$ cat config.mk
export PLATFORM = sky130hd
export DESIGN_NAME = aes_stream_sequencer
export DESIGN_NICKNAME = d
export VERILOG_FILES = /design/src/rtl/aes_stream_sequencer_pkg.sv /design/src/rtl/aes_cbc_chain.sv /design/src/rtl/aes_stream_sequencer.sv
export SDC_FILE = /design/constraint.sdc
export NUM_CORES = 1
export LEC_CHECK = 0
export CAP_MARGIN = 20
export CORE_AREA = 2 2 281 283
export DETAILED_ROUTE_END_ITERATION = 10
export DIE_AREA = 0 0 283 285
export DONT_BUFFER_PORTS = 1
export PLACE_DENSITY = 0.43
export SETUP_SLACK_MARGIN = 0.1
export SLEW_MARGIN = 20
export SYNTH_ARGS = -nofsm -noshare
export SYNTH_HDL_FRONTEND = slang
export SYNTH_HIERARCHICAL = 1
export SYNTH_SLANG_ARGS = --single-unit
$ cat constraint.sdc
create_clock -name clk_in -period 21.8 [get_ports clk_in]
set_input_delay 3.27 -clock clk_in [delete_from_list [all_inputs] [get_ports clk_in]]
set_output_delay 3.27 -clock clk_in [all_outputs]
set_load 0.05 [all_outputs]
$ cat src/rtl/aes_stream_sequencer_pkg.sv
// Shared definitions for the AES word-stream sequencer: block geometry,
// cipher direction encoding, FSM state type and word pack/unpack helpers.
package aes_stream_sequencer_pkg;

    localparam int unsigned AES_WORDS_PER_BLOCK = 4;
    localparam int unsigned AES_WORD_W          = 32;
    localparam int unsigned AES_BLOCK_W         = 128;
    localparam int unsigned AES_CNT_W           = $clog2(AES_WORDS_PER_BLOCK);

    localparam logic ENCRYPT = 1'b1;
    localparam logic DECRYPT = 1'b0;

    typedef enum logic [1:0] {
        S_FILL  = 2'd0,
        S_START = 2'd1,
        S_WAIT  = 2'd2,
        S_DRAIN = 2'd3
    } aes_seq_state_t;

    // Word idx of a block; word 0 is the most significant word.
    function automatic logic [AES_WORD_W-1:0] block_word(
        input logic [AES_BLOCK_W-1:0] blk,
        input logic [AES_CNT_W-1:0]   idx
    );
        logic [AES_WORD_W-1:0] word;
        case (idx)
            AES_CNT_W'(0): word = blk[127:96];
            AES_CNT_W'(1): word = blk[95:64];
            AES_CNT_W'(2): word = blk[63:32];
            default:       word = blk[31:0];
        endcase
        return word;
    endfunction

    // Replace word idx of a block; word 0 is the most significant word.
    function automatic logic [AES_BLOCK_W-1:0] block_insert(
        input logic [AES_BLOCK_W-1:0] blk,
        input logic [AES_CNT_W-1:0]   idx,
        input logic [AES_WORD_W-1:0]  word
    );
        logic [AES_BLOCK_W-1:0] tmp;
        tmp = blk;
        case (idx)
            AES_CNT_W'(0): tmp[127:96] = word;
            AES_CNT_W'(1): tmp[95:64]  = word;
            AES_CNT_W'(2): tmp[63:32]  = word;
            default:       tmp[31:0]   = word;
        endcase
        return tmp;
    endfunction

endpackage

$ cat src/rtl/aes_cbc_chain.sv
// CBC chain register and the XOR muxing around aes_core.
// Encrypt: core input = block ^ chain, chain <- ciphertext.
// Decrypt: result = core output ^ chain, chain <- received ciphertext block.
module aes_cbc_chain
    import aes_stream_sequencer_pkg::*;
(
    input  logic                   clk_in,
    input  logic                   rst_in,
    input  logic                   mode_in,
    input  logic                   iv_load_in,
    input  logic [AES_BLOCK_W-1:0] iv_in,
    input  logic                   capture_in,
    input  logic [AES_BLOCK_W-1:0] blk_new_in,
    input  logic [AES_BLOCK_W-1:0] blk_saved_in,
    input  logic [AES_BLOCK_W-1:0] core_result_in,
    output logic [AES_BLOCK_W-1:0] core_data_out,
    output logic [AES_BLOCK_W-1:0] result_out
);

    logic [AES_BLOCK_W-1:0] r_chain;

    // Chain register: IV load at block boundary, update on result capture.
    always_ff @(posedge clk_in or posedge rst_in) begin
        if (rst_in) begin
            r_chain <= '0;
        end else if (iv_load_in) begin
            r_chain <= iv_in;
        end else if (capture_in) begin
            r_chain <= (mode_in == ENCRYPT) ? core_result_in : blk_saved_in;
        end
    end

    assign core_data_out = (mode_in == ENCRYPT) ? (blk_new_in ^ r_chain) : blk_new_in;
    assign result_out    = (mode_in == DECRYPT) ? (core_result_in ^ r_chain) : core_result_in;

endmodule

$ cat src/rtl/aes_stream_sequencer.sv
// Word-stream front end for aes_core: packs four 32-bit words into a block,
// starts the core, captures its result and serialises it back as four words.
// Optional feature macro AES_SEQ_CBC_EN selects CBC chaining; default is ECB.
module aes_stream_sequencer
    import aes_stream_sequencer_pkg::*;
(
    input  logic                   clk_in,
    input  logic                   rst_in,
    input  logic                   mode_in,
    input  logic [AES_BLOCK_W-1:0] key_in,
    input  logic [AES_BLOCK_W-1:0] iv_in,
    input  logic                   iv_load_in,
    input  logic [AES_WORD_W-1:0]  s_data_in,
    input  logic                   s_valid_in,
    output logic                   s_ready_out,
    output logic [AES_WORD_W-1:0]  m_data_out,
    output logic                   m_valid_out,
    input  logic                   m_ready_in,
    output logic                   core_mode_out,
    output logic                   core_init_out,
    output logic [AES_BLOCK_W-1:0] core_data_out,
    output logic [AES_BLOCK_W-1:0] core_key_out,
    input  logic [AES_BLOCK_W-1:0] core_data_in,
    input  logic                   core_valid_in,
    output logic                   busy_out
);

    localparam logic [AES_CNT_W-1:0] LAST_IDX = AES_CNT_W'(AES_WORDS_PER_BLOCK - 1);

    aes_seq_state_t         r_state, w_state_nxt;
    logic [AES_CNT_W-1:0]   r_in_cnt, w_in_cnt_nxt;
    logic [AES_CNT_W-1:0]   r_out_cnt, w_out_cnt_nxt;
    logic [AES_BLOCK_W-1:0] r_block, w_block_nxt;
    logic [AES_BLOCK_W-1:0] r_result, w_result_nxt;
    logic                   r_mode, w_mode_nxt;
    logic [AES_BLOCK_W-1:0] r_key, w_key_nxt;
    logic [AES_BLOCK_W-1:0] r_core_data, w_core_data_nxt;
    logic [AES_WORD_W-1:0]  r_m_data, w_m_data_nxt;
    logic                   r_s_ready, w_s_ready_nxt;
    logic                   r_m_valid, w_m_valid_nxt;
    logic                   r_init, w_init_nxt;
    logic                   r_busy, w_busy_nxt;

    logic                   w_s_fire;
    logic                   w_m_fire;
    logic                   w_capture;
    logic [AES_BLOCK_W-1:0] w_blk_ins;
    logic [AES_BLOCK_W-1:0] w_core_src;
    logic [AES_BLOCK_W-1:0] w_core_result;

    assign w_s_fire  = s_valid_in & r_s_ready;
    assign w_m_fire  = r_m_valid & m_ready_in;
    assign w_capture = (r_state == S_WAIT) & core_valid_in;
    assign w_blk_ins = block_insert(r_block, r_in_cnt, s_data_in);

`ifdef AES_SEQ_CBC_EN
    logic w_iv_load;
    assign w_iv_load = iv_load_in & (r_state == S_FILL) & (r_in_cnt == '0);

    aes_cbc_chain u_chain (
        .clk_in         (clk_in),
        .rst_in         (rst_in),
        .mode_in        (r_mode),
        .iv_load_in     (w_iv_load),
        .iv_in          (iv_in),
        .capture_in     (w_capture),
        .blk_new_in     (w_blk_ins),
        .blk_saved_in   (r_block),
        .core_result_in (core_data_in),
        .core_data_out  (w_core_src),
        .result_out     (w_core_result)
    );
`else
    logic w_unused_ecb;
    assign w_unused_ecb  = ^{iv_in, iv_load_in};
    assign w_core_src    = w_blk_ins;
    assign w_core_result = core_data_in;
`endif

    // State register.
    always_ff @(posedge clk_in or posedge rst_in) begin
        if (rst_in) begin
            r_state <= S_FILL;
        end else begin
            r_state <= w_state_nxt;
        end
    end

    // Next-state, datapath and registered-output decode.
    always_comb begin
        w_state_nxt     = r_state;
        w_in_cnt_nxt    = r_in_cnt;
        w_out_cnt_nxt   = r_out_cnt;
        w_block_nxt     = r_block;
        w_result_nxt    = r_result;
        w_mode_nxt      = r_mode;
        w_key_nxt       = r_key;
        w_core_data_nxt = r_core_data;
        w_m_data_nxt    = r_m_data;
        w_init_nxt      = 1'b0;

        unique case (r_state)
            S_FILL: begin
                if (w_s_fire) begin
                    w_block_nxt  = w_blk_ins;
                    w_in_cnt_nxt = r_in_cnt + AES_CNT_W'(1);
                    if (r_in_cnt == '0) begin
                        w_mode_nxt = mode_in;
                        w_key_nxt  = key_in;
                    end
                    if (r_in_cnt == LAST_IDX) begin
                        w_core_data_nxt = w_core_src;
                        w_init_nxt      = 1'b1;
                        w_state_nxt     = S_START;
                    end
                end
            end
            S_START: begin
                w_state_nxt = S_WAIT;
            end
            S_WAIT: begin
                if (core_valid_in) begin
                    w_result_nxt  = w_core_result;
                    w_out_cnt_nxt = '0;
                    w_m_data_nxt  = block_word(w_core_result, '0);
                    w_state_nxt   = S_DRAIN;
                end
            end
            S_DRAIN: begin
                if (w_m_fire) begin
                    w_out_cnt_nxt = r_out_cnt + AES_CNT_W'(1);
                    if (r_out_cnt == LAST_IDX) begin
                        w_state_nxt = S_FILL;
                    end else begin
                        w_m_data_nxt = block_word(r_result, r_out_cnt + AES_CNT_W'(1));
                    end
                end
            end
            default: begin
                w_state_nxt = S_FILL;
            end
        endcase

        w_s_ready_nxt = (w_state_nxt == S_FILL);
        w_m_valid_nxt = (w_state_nxt == S_DRAIN);
        w_busy_nxt    = !((w_state_nxt == S_FILL) && (w_in_cnt_nxt == '0));
    end

    // Datapath and output registers; reset clears block, result and outputs.
    always_ff @(posedge clk_in or posedge rst_in) begin
        if (rst_in) begin
            r_in_cnt    <= '0;
            r_out_cnt   <= '0;
            r_block     <= '0;
            r_result    <= '0;
            r_mode      <= 1'b0;
            r_key       <= '0;
            r_core_data <= '0;
            r_m_data    <= '0;
            r_s_ready   <= 1'b0;
            r_m_valid   <= 1'b0;
            r_init      <= 1'b0;
            r_busy      <= 1'b0;
        end else begin
            r_in_cnt    <= w_in_cnt_nxt;
            r_out_cnt   <= w_out_cnt_nxt;
            r_block     <= w_block_nxt;
            r_result    <= w_result_nxt;
            r_mode      <= w_mode_nxt;
            r_key       <= w_key_nxt;
            r_core_data <= w_core_data_nxt;
            r_m_data    <= w_m_data_nxt;
            r_s_ready   <= w_s_ready_nxt;
            r_m_valid   <= w_m_valid_nxt;
            r_init      <= w_init_nxt;
            r_busy      <= w_busy_nxt;
        end
    end

    assign s_ready_out   = r_s_ready;
    assign m_valid_out   = r_m_valid;
    assign m_data_out    = r_m_data;
    assign core_init_out = r_init;
    assign core_mode_out = r_mode;
    assign core_key_out  = r_key;
    assign core_data_out = r_core_data;
    assign busy_out      = r_busy;

endmodule
# Word level (Yosys, flattened, before mapping)
# Index checks and enable logic that the tools add are counted.
word_totals:
  regBits: 555
  latchBits: 0
  mem_bits_rw: 0
  rom_bits: 0
  inputBits: 423
  output_inout_bits: 293
  wordCells: 68
  n_memories: 0
op_classes:
  addsub: 2
  n_mul: 0
  div_mod_pow: 0
  order_cmp: 0
  n_eq_ne: 13
  shifts: 0
  n_mux: 23
  n_bitwise: 2
  reduce_logical: 15
op_table:
  columns: ["op", "n"]
  rows:
  - ["32-bit 2-to-1 mux", 7]
  - ["32-bit one-hot mux with 3 select lines", 1]
  - ["32-bit one-hot mux with 2 select lines", 1]
  - ["2-bit 2-to-1 mux", 9]
  - ["2-bit equality test, second input constant", 7]
  - ["2-bit zero test", 5]
  - ["3-bit AND reduction", 3]
  - ["2-bit one-hot mux with 4 select lines", 1]
  - ["2-bit by 1-bit equality test with 1-bit output, second input constant", 3]
  - ["2-bit != test, second input constant", 3]
  - ["2-bit by 1-bit adder with 2-bit output, second input constant", 2]
  - ["2-bit one-hot mux with 2 select lines", 1]
  - ["2-bit AND reduction", 2]
  - ["4-bit AND reduction", 1]
  - ["1-bit 2-to-1 mux", 3]
  - ["3-bit OR reduction", 1]
  - ["1-bit bitwise AND", 2]
  - ["2-bit nonzero test", 1]
  - ["1-bit logical AND", 1]
  - ["1-bit zero test", 1]

# Logic depth before layout (Yosys ltp)
logic_depth:
  depth_word: 7
  mapped_depth: 8
  mapped_depth_nobuf: 5

# Least setup slack after synthesis
# OpenSTA, ideal clock, no wires.
synth_path:
  kind: "in2reg"
  from: "input port s_valid_in"
  to: "register r_key[100], in the netlist core_key_out[100]"
  setup_ns: 0.125
  arrival_time_ns: 4.300
  required_ns: 21.675
  slack_ns: 17.375
  stages: 6
  n_path_buf: 3
  path_cell_list: "nor4bb_1 > buf_2 > nand2_2 > buf_6 > buf_6 > mux2_4"
synth_between:
  elab_chain_cells: 2
synth_rtl:
  columns: ["element", "line", "source"]
  rows:
  - ["from (decl)", "aes_stream_sequencer.sv:14", "input logic s_valid_in,"]
  - ["1-bit bitwise AND", "aes_stream_sequencer.sv:51", "assign w_s_fire = s_valid_in & r_s_ready;"]
  - ["3-bit AND reduction (no line)", null, null]
  - ["to (signal assigned)", "aes_stream_sequencer.sv:170", "r_key <= w_key_nxt;"]
  - ["to (decl)", "aes_stream_sequencer.sv:36", "logic [AES_BLOCK_W-1:0] r_key, w_key_nxt;"]
# Every way passes these cells.
# A chain may end at the register's enable or synchronous reset.

# Worst setup path in the final report
layout_path:
  from: "input port s_valid_in"
  to: "register r_key[114], in the netlist core_key_out[114]"
# The elaborated chain is that of the path after synthesis.

==> results summary <==
After synthesis, the most frequently instantiated cells are dfrtp_1, a21oi_1, mux2_2. The portion of total power attributed to combinational logic is 0.223. The run finished with clean final reports.

The minimum clock period is roughly 6 ns. The post-cts gate resize count came out at 0. Of the total synthesized cell area, the portion taken by XOR and XNOR cells is 0.0003880.

The pre-antenna-repair detailed-routing pass consisted of 5 iterations. The number of nets in the finished design came out at 1985. The area share of fa/ha/maj cells after synthesis came out at 0.004989. The cell with the most instances after synthesis is dfrtp_1. The multiplexer area fraction after synthesis came out at 0.2668.

The total global routing track utilization is 0.1599. The final count of pins violating max slew is 0. Among the stages of the critical path, the cell type that occurs most often is buf_4.

By area, the combinational part of the netlist is dominated by multiplexers. Hold is met by 0.5002 ns. The die footprint is 80660 um2. The final routed wire length divided by cell count is 25.06 um. The first routing iteration left between 700 and 800 violations. The TritonCTS sink count is 523. The routability congestion estimate came out at 0.7790. The number of instances in the synthesized netlist came out at 1589.

The largest net degree at the start of global routing is 164. The critical path depth in cells came out at 6. The endpoint class of the critical path is a flip-flop.

The critical path contains buffers and inverters numbering 3 combined. The clock network power share is 0.310. The sequential cell area fraction in the yosys report is 0.5799. The number of hold-slack violations in the final timing report came out at 0. The die boundary height came out at between 200 and 300 um. The number of synthesized flops with an enable pin came out at 0. Counting along the longest clock path gives a buffer depth of 3. Summed over all nets, the switching power comes to 1.179 mW. For the worst flop-to-flop path, the logic depth is 6. The count of cells along the worst hold path is 1. The final-layout setup total negative slack came out at 0 ns. The cts-stage hold buffer count is 0. The total detailed-routing wirelength is 66450 um.

The complex-gate fraction of the synthesized area came out at 0.1005. The design draws 3.339 mW. The share of cells above drive strength 1 is 0.3256. The number of vias per cell after detailed routing came out at slightly below 5. The leakage power summed over all cells is 12.26 nW. The peak per-stage delay on the critical path is 0.88 ns. A synthesized cell averages 14.20 um2. The required time at the worst-slack endpoint came out at 22.30 ns. The synthesized area is 22570 um2.

The number of global-route vias before repair was 13937. The number of vias in the routed layout is 12990. The clock latency at the later pin of the worst-skew pair is 0.65 ns.

The final critical-path share of the clock period is 0.2742. VDD sags by at most 67.67 uV. Of the post-synthesis cell area, the dominant cell type holds 0.5799. The remaining number of nets flagged by the antenna check after routing is 0. The flop and latch count out of synthesis is between 500 and 600. The overflow left after global routing came out at 0. The chip width is 283 um. The cell internal power dissipation is 2.160 mW. The count of cell types in the netlist is 34. The clock tree from TritonCTS is done. The clock skew after layout is 0.03769 ns. Walking the worst path, the cells encountered are nor4bb_4 -> buf_4 -> nand2_8 -> buf_4 -> buf_4 -> mux2_4. The root buffer cell chosen for the clock tree is clkbuf_16.

The net count of the mapped netlist is 2021. After legalization and detailed placement, the total HPWL measured between 40000 and 50000 um. The kind of cell with the highest combined delay along the critical path is buffers and inverters. In this run the worst hold path is classified as flip-flop to flip-flop. The basic-gate share of the synthesized area counting and, or, nand and nor cells is 0.004657. The number of warnings issued by yosys came out at 6.

The buffer count from post-CTS setup fixing is 0. The total area inside the core boundary comes to 77970 um2. The clock-pin slew on the worst setup and hold paths came out at 0.06 ns. The sequential power share is 0.467.

Setup repair after global routing left no endpoint under its margin. STA classifies the critical path startpoint as an input pin. Setup violations remaining at the end of the flow were counted as 0. The number of antenna violations at the first check in global routing came out at 2. Summed over all instances, the cell type with the most area after synthesis is dfrtp_1. The first-pass GRT wire length came out at 98850 um. At the pin with the least slew margin, the transition time is around 1.1 ns. The ratio of total power to cell area is approximately 130 nW/um2. The largest individual stage delay along the critical path comes from the cell buf_4. The critical path is of the input pin to flip-flop type. The area growth from synthesis to layout is 13.09%. The maximum net fanout on the critical path came out at 70. Of the total power, the share spent switching nets is 0.3531. The initial standard-cell utilization of the core is 0.2895. The max-slew headroom at the worst pin is 0.2825. Static timing analysis puts the maximum clock frequency at between 150 and 200 MHz. The CTS buffer count came out at between 60 and 70. The number of remaining DRC errors is 0. 716 I/O pins were placed. The number of port buffers is 0. The number of maximum-capacitance constraint violations is 0.

The most frequently used flop master after synthesis is dfrtp_1. The floorplan has slightly above 100 rows. After synthesis, the cell types taking the most area are dfrtp_1, mux2_4, mux2_2. In the synthesized netlist the async set-or-reset flop fraction comes to 1.000. The clock tree synthesis step divided the H-tree into 2 levels.

At the worst endpoint, the arrival time is roughly 6.5 ns.
layout by cell type (no fill, tap or decap), drive strengths merged, types with 2 or more instances in the layout:
| cell type | netlist | routed |
|---|---|---|
| mux2 | 386 | 386 |
| clkinvlp | 0 | 4 |
| diode | 0 | 2 |
| ha | 9 | 9 |
| nor2 | 2 | 2 |
| bufinv | 0 | 2 |
| a22o | 2 | 2 |
| a221oi | 32 | 32 |
| a22oi | 64 | 64 |
| nand3 | 2 | 2 |
| a221o | 32 | 32 |
| or2 | 2 | 2 |
| mux2i | 96 | 96 |
| clkbuf | 54 | 92 |
| a21oi | 224 | 224 |
| clkinv | 0 | 12 |
| o21ai | 3 | 3 |
| nand2 | 7 | 7 |
| inv | 72 | 72 |
| a21o | 2 | 2 |
| dfrtp | 523 | 523 |
| buf | 68 | 23 |
layer usage:
metal,vias up,wire length (um),track usage
li1,5693,-,-
met1,6837,27730,0.2045
met2,378,32280,0.2613
met3,82,5248,0.05480
met4,0,1195,0.03497
met5,-,0,0
power groups by stage:
stage	Clock (mW)	Sequential, mW	Combinational, mW
3_3_place_gp	0	1.57	0.741
6_report	1.03	1.56	0.744
4_1_cts	1.07	1.56	0.754
3_5_place_dp	0	1.58	0.749
5_1_grt	1.11	1.58	0.818
2_1_floorplan	0	1.52	0.615
worst paths after layout:
kind,from,to,slack (ns)
worst min register to register,r_block[93]$_DFFE_PP0P_,r_block[93]$_DFFE_PP0P_,0.50
worst min-delay path,r_block[93]$_DFFE_PP0P_,r_block[93]$_DFFE_PP0P_,0.50
worst max-delay path,s_valid_in,core_key_out[114]$_DFFE_PP0P_,15.82
worst max register to register,s_ready_out$_DFF_PP0_,core_key_out[114]$_DFFE_PP0P_,17.71
max in group asynchronous,rst_in,r_block[102]$_DFFE_PP0P_,16.81
min in group asynchronous,rst_in,r_result[63]$_DFFE_PP0P_,2.59
layout make-up:
type                    count  area (um2)
multi-input cells         872        8598
clock buffers              92        1823
flip-flops and latches    523       13090
inverters                  72       280.3
clock inverters            18       232.7
fillers                  7720       52440
repair buffers             23       185.2
well taps                1050        1314
diodes                      2       5.005
state kept, by name, indices dropped and copies added (netlist names):
name and count:
core_data_out 128, core_key_out 128, r_result 128, r_block 96
m_data_out 32, r_in_cnt 2, r_out_cnt 2, r_state 2
busy_out 1, core_init_out 1, core_mode_out 1, m_valid_out 1
s_ready_out 1
metrics by stage:
step	util	cells	cell area, um2	setup WS [ns]
final	0.3274	2652	25530	15.82
after global placement	0.3008	2540	23460	15.19
after detailed placement	0.3009	2540	23460	15.09
after global routing	0.3273	2650	25520	15.70
after floorplan	-	1589	22570	3.918
after CTS	0.3273	2650	25520	15.78
kinds of logic (layout without fill, tap and decap cells):
family / after synthesis / in the layout
mux: 482 / 482
simple gates: 19 / 19
compound gates: 361 / 361
xor+xnor: 1 / 1
fa+ha+maj: 9 / 9
other cells: 0 / 2
buf+inv: 194 / 205
flops: 523 / 523
Power figures use the tool's default switching activity.
